File: src/rtl/midi_tx_pkg.sv
// rtl/midi_tx_pkg.sv - shared MIDI types, widths and transmit FSM states
package midi_tx_pkg;

  localparam int CHANNEL_WIDTH = 4;
  localparam int DATA_WIDTH    = 7;
  localparam int BYTE_WIDTH    = 8;
  localparam int BAUD_RATE     = 31250;

  // Status nibbles as used throughout this codebase.
  typedef enum logic [3:0] {
    NOTE_ON        = 4'h8,
    NOTE_OFF       = 4'h9,
    CONTROL_CHANGE = 4'hB,
    PROGRAM_CHANGE = 4'hC
  } message_type_t;

  typedef struct packed {
    message_type_t         message_type;
    logic [DATA_WIDTH-1:0] data_byte1;
    logic [DATA_WIDTH-1:0] data_byte2;
  } message_t;

  // DROP is a one-cycle hold for accepted-but-unsupported messages.
  typedef enum logic [2:0] {
    IDLE,
    STATUS,
    DATA1,
    DATA2,
    DROP
  } tx_state_t;

  function automatic logic is_supported(input message_type_t t);
    logic ok;
    case (t)
      NOTE_ON, NOTE_OFF, CONTROL_CHANGE, PROGRAM_CHANGE: ok = 1'b1;
      default: ok = 1'b0;
    endcase
    return ok;
  endfunction

endpackage

File: src/rtl/midi_tx_uart_tx.sv
// rtl/midi_tx_uart_tx.sv - 8N1 byte serializer with back-to-back reload on stop completion
module uart_tx
  import midi_tx_pkg::BYTE_WIDTH;
#(
  parameter int BIT_CYCLES = 10
) (
  input  logic                  clk,
  input  logic                  rst_n,
  input  logic [BYTE_WIDTH-1:0] data,
  input  logic                  valid,
  output logic                  ready,
  output logic                  done,
  output logic                  tx
);

  localparam int CNT_W = (BIT_CYCLES > 1) ? $clog2(BIT_CYCLES) : 1;
  localparam int IDX_W = $clog2(BYTE_WIDTH);

  typedef enum logic [1:0] {
    IDLE,
    START,
    DATA,
    STOP
  } uart_state_t;

  uart_state_t           state;
  logic [CNT_W-1:0]      cnt;
  logic [IDX_W-1:0]      bit_idx;
  logic [BYTE_WIDTH-1:0] shreg;
  logic                  bit_last;

  assign bit_last = (cnt == CNT_W'(BIT_CYCLES - 1));
  // done is combinational so the next byte can be loaded on the same edge the stop bit ends.
  assign done     = (state == STOP) && bit_last;
  assign ready    = (state == IDLE) || done;

  // Bit sequencer: load on handshake, then walk start, eight data bits LSB first, stop.
  always_ff @(posedge clk or negedge rst_n) begin
    if (!rst_n) begin
      state   <= IDLE;
      cnt     <= '0;
      bit_idx <= '0;
      shreg   <= '0;
      tx      <= 1'b1;
    end else if (valid && ready) begin
      shreg   <= data;
      tx      <= 1'b0;
      cnt     <= '0;
      bit_idx <= '0;
      state   <= START;
    end else begin
      case (state)
        IDLE: begin
          tx <= 1'b1;
        end
        START: begin
          if (bit_last) begin
            cnt   <= '0;
            tx    <= shreg[0];
            shreg <= shreg >> 1;
            state <= DATA;
          end else begin
            cnt <= cnt + 1'b1;
          end
        end
        DATA: begin
          if (bit_last) begin
            cnt <= '0;
            if (bit_idx == IDX_W'(BYTE_WIDTH - 1)) begin
              tx    <= 1'b1;
              state <= STOP;
            end else begin
              tx      <= shreg[0];
              shreg   <= shreg >> 1;
              bit_idx <= bit_idx + 1'b1;
            end
          end else begin
            cnt <= cnt + 1'b1;
          end
        end
        STOP: begin
          if (bit_last) begin
            cnt   <= '0;
            state <= IDLE;
          end else begin
            cnt <= cnt + 1'b1;
          end
        end
        default: begin
          state <= IDLE;
          tx    <= 1'b1;
        end
      endcase
    end
  end

endmodule

File: src/rtl/midi_tx.sv
// rtl/midi_tx.sv - MIDI message transmitter: status/data byte sequencing over a UART line
module midi_tx
  import midi_tx_pkg::*;
#(
  parameter int CLK_FREQ       = 50_000_000,
  parameter int BAUD_RATE      = midi_tx_pkg::BAUD_RATE,
  parameter int RUNNING_STATUS = 0
) (
  input  logic                     clk,
  input  logic                     rst_n,
  input  logic                     msg_valid,
  output logic                     msg_ready,
  input  message_t                 message,
  input  logic [CHANNEL_WIDTH-1:0] channel,
  output logic                     tx,
  output logic                     busy
);

  localparam int BIT_CYCLES = CLK_FREQ / BAUD_RATE;

  tx_state_t                state;
  tx_state_t                first_state;
  tx_state_t                after_state;
  tx_state_t                load_state;
  message_t                 msg_q;
  logic [CHANNEL_WIDTH-1:0] chan_q;
  message_t                 cur_msg;
  logic [CHANNEL_WIDTH-1:0] cur_chan;
  logic [BYTE_WIDTH-1:0]    status_byte;
  logic [BYTE_WIDTH-1:0]    last_status;
  logic                     last_valid;
  logic                     accept;
  logic [BYTE_WIDTH-1:0]    byte_data;
  logic                     byte_valid;
  logic                     byte_ready;
  logic                     ser_done;

  assign accept = msg_valid && msg_ready;

  // In IDLE the first byte is launched straight from the inputs so tx falls right after acceptance.
  always_comb begin
    cur_msg     = (state == IDLE) ? message : msg_q;
    cur_chan    = (state == IDLE) ? channel : chan_q;
    status_byte = {cur_msg.message_type, cur_chan};

    if (!is_supported(cur_msg.message_type)) begin
      first_state = DROP;
    end else if ((RUNNING_STATUS != 0) && last_valid && (last_status == status_byte)) begin
      first_state = DATA1;
    end else begin
      first_state = STATUS;
    end

    case (state)
      STATUS:  after_state = DATA1;
      DATA1:   after_state = (cur_msg.message_type == PROGRAM_CHANGE) ? IDLE : DATA2;
      default: after_state = IDLE;
    endcase

    case (state)
      IDLE:                 load_state = accept ? first_state : IDLE;
      STATUS, DATA1, DATA2: load_state = ser_done ? after_state : state;
      default:              load_state = IDLE;
    endcase

    byte_valid = 1'b0;
    byte_data  = '0;
    case (load_state)
      STATUS: begin
        byte_valid = 1'b1;
        byte_data  = status_byte;
      end
      DATA1: begin
        byte_valid = 1'b1;
        byte_data  = {1'b0, cur_msg.data_byte1};
      end
      DATA2: begin
        byte_valid = 1'b1;
        byte_data  = {1'b0, cur_msg.data_byte2};
      end
      default: begin
        byte_valid = 1'b0;
        byte_data  = '0;
      end
    endcase
  end

  // Message FSM with registered handshake/busy outputs and the running-status memory.
  always_ff @(posedge clk or negedge rst_n) begin
    if (!rst_n) begin
      state       <= IDLE;
      msg_q       <= '{message_type: NOTE_ON, data_byte1: '0, data_byte2: '0};
      chan_q      <= '0;
      msg_ready   <= 1'b0;
      busy        <= 1'b0;
      last_status <= '0;
      last_valid  <= 1'b0;
    end else begin
      if (byte_valid && byte_ready && (load_state == STATUS)) begin
        last_status <= status_byte;
        last_valid  <= 1'b1;
      end
      case (state)
        IDLE: begin
          if (accept) begin
            msg_q     <= message;
            chan_q    <= channel;
            msg_ready <= 1'b0;
            busy      <= (first_state != DROP);
            state     <= first_state;
          end else begin
            msg_ready <= 1'b1;
          end
        end
        DROP: begin
          state     <= IDLE;
          msg_ready <= 1'b1;
        end
        STATUS, DATA1, DATA2: begin
          if (ser_done) begin
            state <= after_state;
            if (after_state == IDLE) begin
              busy      <= 1'b0;
              msg_ready <= 1'b1;
            end
          end
        end
        default: begin
          state     <= IDLE;
          busy      <= 1'b0;
          msg_ready <= 1'b0;
        end
      endcase
    end
  end

  uart_tx #(
    .BIT_CYCLES(BIT_CYCLES)
  ) u_uart_tx (
    .clk  (clk),
    .rst_n(rst_n),
    .data (byte_data),
    .valid(byte_valid),
    .ready(byte_ready),
    .done (ser_done),
    .tx   (tx)
  );

endmodule

File: config.mk
export PLATFORM = sky130hd
export DESIGN_NAME = midi_tx
export DESIGN_NICKNAME = d
export VERILOG_FILES = /design/src/rtl/midi_tx_pkg.sv /design/src/rtl/midi_tx_uart_tx.sv /design/src/rtl/midi_tx.sv
export SDC_FILE = /design/constraint.sdc
export NUM_CORES = 1
export LEC_CHECK = 0
export BUFFER_PORTS_ARGS = -buffer_cell sky130_fd_sc_hd__clkbuf_2
export CORE_MARGIN = 8
export CORE_UTILIZATION = 61
export CTS_BUF_LIST = sky130_fd_sc_hd__clkbuf_8
export DETAILED_ROUTE_END_ITERATION = 7
export PLACE_DENSITY = 0.88
export RECOVER_POWER = 50
export SKIP_LAST_GASP = 1
export SLEW_MARGIN = 20
export SYNTH_ARGS = -nofsm -noshare
export SYNTH_HDL_FRONTEND = slang
export SYNTH_SLANG_ARGS = --single-unit
File: constraint.sdc
create_clock -name clk -period 2.9 [get_ports clk]
set_input_delay 0.58 -clock clk [delete_from_list [all_inputs] [get_ports clk]]
set_output_delay 0.58 -clock clk [all_outputs]
set_load 0.02 [all_outputs]
Word level (Yosys, flattened, before mapping). Cells that the tools add are included.

Flip-flop bits (word level): 52. Input bits: 25. Output and inout bits: 3. Logic and storage cells: 109.

Add/subtract/negate cells: 2. Equality and inequality tests: 26. Multiplexer cells: 44. Bitwise operators: 1. Reduce and logical (&&, ||, !) cells: 24.

Operators with widths (number): two-way mux 11 bit (3); two-way mux 8 bit (4); two-way mux 3 bit (8); one-hot mux 8 bit (3 select lines) (1); two-way mux 18 bit (1); equality test 4 bit, second input constant (4); one-hot mux 8 bit (2 select lines) (1); equality test 3 x 2 -> 1 bit, second input constant (4); two-way mux 1 bit (12); two-way mux 2 bit (6); != test 3 x 2 -> 1 bit, second input constant (4); one-hot mux 3 bit (2 select lines) (2); adder 11 x 1 -> 11 bit, second input constant (1); equality test 11 bit, second input constant (1); one-hot mux 1 bit (3 select lines) (3); OR reduction 3 bit (3); AND reduction 4 bit (2); nonzero test 4 bit (2); equality test 3 x 1 -> 1 bit, second input constant (2); equality test 3 bit, second input constant (2); zero test 3 bit (2); != test 2 bit, second input constant (3); != test 3 bit, second input constant (2); one-hot mux 2 bit (3 select lines) (1); other kinds (16) (23).

Longest topological paths before layout.
Depth in word-level cells: 14. Mapped depth: 9. Gate-level depth less buffers: 8.

Modules after synthesis. Synthesis repeated with hierarchy kept, for this count alone.

Cells, all modules: 336. Area total of the unflattened synthesis: 3070.4 µm².

By module, submodules not included: midi_tx (times used 1, cells each 183, area each 1570.3 µm², seq. area each 676.9 µm²); uart_tx (times used 1, cells each 153, area each 1500.2 µm², seq. area each 626.9 µm²).

Worst setup path after synthesis. OpenSTA, ideal clock, no wires.

Kind: register -> register. Start: register u_uart_tx.state[0]. End: register u_uart_tx.shreg[5]. Setup time: 0.087 ns. Data arrival time: 2.384 ns. Data required time: 2.813 ns. Slack: 0.430 ns. Stages on the path, launching flop included: 10. Path buffers: 2. Clock period less this slack: 2.470 ns. Cell sequence: dfrtp_1 -> ha_1 -> inv_1 -> or4_1 -> buf_2 -> mux2_4 -> a211oi_4 -> buf_6 -> nor3_1 -> a211oi_2.

Longest elaborated chain between the ends: 10. Elaborated cells on any way between the ends: 22. Classes of those cells: eq/ne: 9; mux: 6; reduce/logical: 7.

RTL lines: start, declared (line midi_tx_uart_tx.sv:26) `uart_state_t state;`; start signal, assigned (line midi_tx_uart_tx.sv:40) `state <= IDLE;`; start signal, assigned (line midi_tx_uart_tx.sv:50) `state <= START;`; start signal, assigned (line midi_tx_uart_tx.sv:61) `state <= DATA;`; equality test 2 bit (line midi_tx_uart_tx.sv:34) `assign done = (state == STOP) && bit_last;`; logical AND 1 bit (line midi_tx_uart_tx.sv:34); two-way mux 3 bit; one-hot mux 3 bit (2 select lines) (line midi_tx.sv:60) `case (state)`; equality test 3 x 1 -> 1 bit / equality test 3 x 2 -> 1 bit (equally long branches) (line midi_tx.sv:68) `case (load_state)`; OR reduction 3 bit (no source line); two-way mux 1 bit (line midi_tx.sv:68); logical AND 1 bit (line midi_tx_uart_tx.sv:45) `end else if (valid && ready) begin`; != test 3 bit (no source line), or another cell as far along; AND reduction 4 bit (no source line); end signal, assigned (line midi_tx_uart_tx.sv:46) `shreg <= data;`; end signal, assigned (line midi_tx_uart_tx.sv:60) `shreg <= shreg >> 1;`; end signal, assigned (line midi_tx_uart_tx.sv:74) `shreg <= shreg >> 1;`; end, declared (line midi_tx_uart_tx.sv:29) `logic [BYTE_WIDTH-1:0] shreg;`.

Several ways; a longest one is shown, not always the timed one. A chain may end at the register's enable or synchronous reset.

Worst setup path after layout.
Start: register u_uart_tx.state[1]. End: register u_uart_tx.shreg[4].

The elaborated chain is that of the path after synthesis.

==> summary.txt <==
run status: complete, no violations
crit path DAT: 2.95 ns
hold buffers post-CTS: 0
RSZ-0062 raised after global routing: no
CP cell instances: ha_1 > inv_1 > or4_1 > mux2_4 > a211oi_4 > buf_4 > nor3_1 > a211oi_1
Mean Syn Cell Area: 9.44 µm²
clk_lat worst skew: 0.31 ns
power per standard cell area: 356 nW/µm²
Filler cells: 372
part of the Yosys area used for sequential elements: 43.7%
synth warn: 0
initial core utilization: 63.1%
pin count of the biggest net entering global routing: 53
Area Growth Syn to Fin: 11.0%
number of enable flip-flop cells after synthesis: 0
share of cells above drive strength 1: 21.0%
via count: 2474
initial antenna violation count: 0
synthesized area: 2980 µm²
hpwl dp: 4970 µm
Peak VDD IR: 314 µV
pins over their slew limit: 0
Core Area: 4720 µm²
Tmin final: 2.73 ns
Final Wtd Congestion: 0.873
worst min path class: input pin to flop
vias in the first global route: 2388
WS Path Type: flop to flop
# DRC: 0
Nets: 382
IO Count: 28
Worst Setup End Kind: flop
Worst path top cell family by delay: simple AND/OR/NAND/NOR gates
first-pass iteration count of the detailed router: 4
maximum fanout along the worst path: 11
GRT Resource Usage Total: 18.4%
Req. time, crit path: 3.12 ns
max incr delay on CP: 0.67 ns
global-route wire length before repair: 10900 µm
Vias/cell: 5.96
type of origin of the critical path: flop
register bit total from synthesis: 52
fmax: 0.367 GHz
Hold Fails Final Rpt: 0
Final period util: 94.0%
Die Y-Extent: 85.9 µm
min setup slack post-route: 0.174 ns
Worst Path Buf+Inv: 2
CTS Buf Count: 5
drt total wl: 6610 µm
area occupied by multi-input gates: 1550 µm²
Reg clk slew, reported paths: 0.09 ns
count of clock tree sinks: 52
main flop type after synthesis: dfrtp_1
GRT overflow: 0
H-tree Lvls: 2
FP Rows: 25
ant diodes: 0
CTS tree: done
asr flop ratio synth: 100%
worst-margin pin slew: 1.27 ns
Chip Width: 85.9 µm
Slew HR: 15.5%
die area: 7380 µm²
LEAKAGE: 0.00149 µW
cell count after synthesis: 316
Slowest cell on crit path: or4_1
Final Setup Violations: 0
CTS root buf: clkbuf_8
IO buf count: 27
post-synth cell types: 53
most frequent cells in the layout: 50 x dfrtp_1, 31 x nand2_1, 28 x nor2_1, 27 x clkbuf_2, 20 x a21oi_1
drt wl/cell: 15.9 µm
drt initial violations: 157
post-synth net total: 351
clock skew: 0.00995 ns
clock buffer depth: 2
TNS Setup: 0 ns
Final ANT Viol Nets: 0
Max Cap Violations: 0
storage element area: 1300 µm²
most common cell after layout, fill and taps aside: dfrtp_1
Setup WS pre-CTS: 0.0518 ns
[power breakdown]
group          internal, µW  total, µW  switching, µW
combinational          13.9       37.6           23.7
clock                   169        415            246
sequential              725        725              0
[registers in the layout (all words and copies together) (netlist names)]
signal,flops
busy,1
chan_q,4
msg_q,18
msg_ready,1
state,3
u_uart_tx.bit_idx,3
u_uart_tx.cnt,11
u_uart_tx.shreg,8
u_uart_tx.state,2
u_uart_tx.tx,1
[Yosys cell counts (3+ instances only)]
| master | instances | area share (%) |
|---|---|---|
| a21oi_1 | 20 | 3.4 |
| nand2b_1 | 6 | 1.3 |
| inv_1 | 14 | 1.8 |
| o21ai_0 | 15 | 2.5 |
| nor3_1 | 14 | 2.4 |
| a211oi_2 | 3 | 1.3 |
| a211oi_1 | 5 | 1.3 |
| o21bai_1 | 8 | 2.0 |
| dfrtp_1 | 50 | 42 |
| nor3b_1 | 8 | 2.0 |
| nand3_1 | 5 | 0.84 |
| buf_2 | 3 | 0.50 |
| o211ai_1 | 8 | 2.0 |
| mux2_2 | 15 | 5.7 |
| a41oi_1 | 5 | 1.5 |
| a31oi_1 | 5 | 1.0 |
| or4_1 | 3 | 0.76 |
| nand2_1 | 31 | 3.9 |
| nor2b_1 | 4 | 0.84 |
| nor2_1 | 29 | 3.7 |
| clkbuf_1 | 11 | 1.4 |
| mux2i_1 | 4 | 1.3 |
| ha_1 | 10 | 4.2 |
| and3_1 | 3 | 0.63 |
[worst register-to-register path: stages, from the launching register on]
cell,delay (ns)
dfrtp_1,0.42
ha_1,0.27
inv_1,0.09
or4_1,0.67
mux2_4,0.43
a211oi_4,0.25
buf_4,0.21
nor3_1,0.06
a211oi_1,0.23
[path summary, 6_finish.rpt]
path | from | to | slack [ns] | cells past startpoint
max in group asynchronous | rst_n | msg_q[3]$_DFFE_PN0P_ | 1.53 | 2
setup / recovery | u_uart_tx.state[1]$_DFFE_PN0P_ | u_uart_tx.shreg[4]$_DFFE_PN0P_ | 0.17 | 8
min in group asynchronous | rst_n | msg_q[7]$_DFFE_PN0P_ | 0.62 | 2
hold reg to reg | u_uart_tx.shreg[7]$_DFFE_PN0P_ | u_uart_tx.shreg[7]$_DFFE_PN0P_ | 0.51 | 1
setup reg to reg | u_uart_tx.state[1]$_DFFE_PN0P_ | u_uart_tx.shreg[4]$_DFFE_PN0P_ | 0.17 | 8
hold / removal | message[2] | msg_q[2]$_DFFE_PN0P_ | 0.47 | 3
[cell families (layout without fill, tap and decap cells)]
family | Yosys count | in the layout | synth area share, %
and+or+nand+nor | 116 | 116 | 19.8
AOI/OAI and AO/OA | 85 | 85 | 19.6
DFF | 52 | 52 | 43.7
buffers and inverters | 30 | 62 | 4.28
muxes | 20 | 20 | 7.51
adders and majority gates | 10 | 10 | 4.20
xor gates and xnor gates | 3 | 3 | 0.881
[per-layer routing]
layer	part of all wire [%]	track usage (%)	up-vias
met5	0	0	-
met4	2.1	7.01	0
met3	4.7	3.92	13
met2	51	31.2	77
met1	42	22.2	1185
li1	-	-	1199
[stage by stage]
step	area [µm²]	utilization [%]	total power, µW	cells	hold WS, ns
after floorplan	2980	-	743	316	0.284
after global placement	3210	68.0	777	405	0.480
final	3310	70.0	1180	415	0.474
after global routing	3310	70.0	1220	415	0.483
after CTS	3300	69.8	1190	413	0.396
after detailed placement	3210	68.0	778	405	0.482
[timing repair]
item | 4_1_cts | 5_1_grt
gates resized for setup | 0 | 0
endpoints found under the setup margin | 0 | 7
buffers inserted | 0 | 2
[cell type report]
class | instances | share of cell area [%]
clock buffer | 5 | 2.08
clock inverter | 3 | 0.530
timing repair buffer | 40 | 6.92
sequential | 52 | 39.4
multi-input combinational | 234 | 46.9
inverter | 14 | 1.59
tap | 67 | 2.53
(Power assumes the default switching activity.)
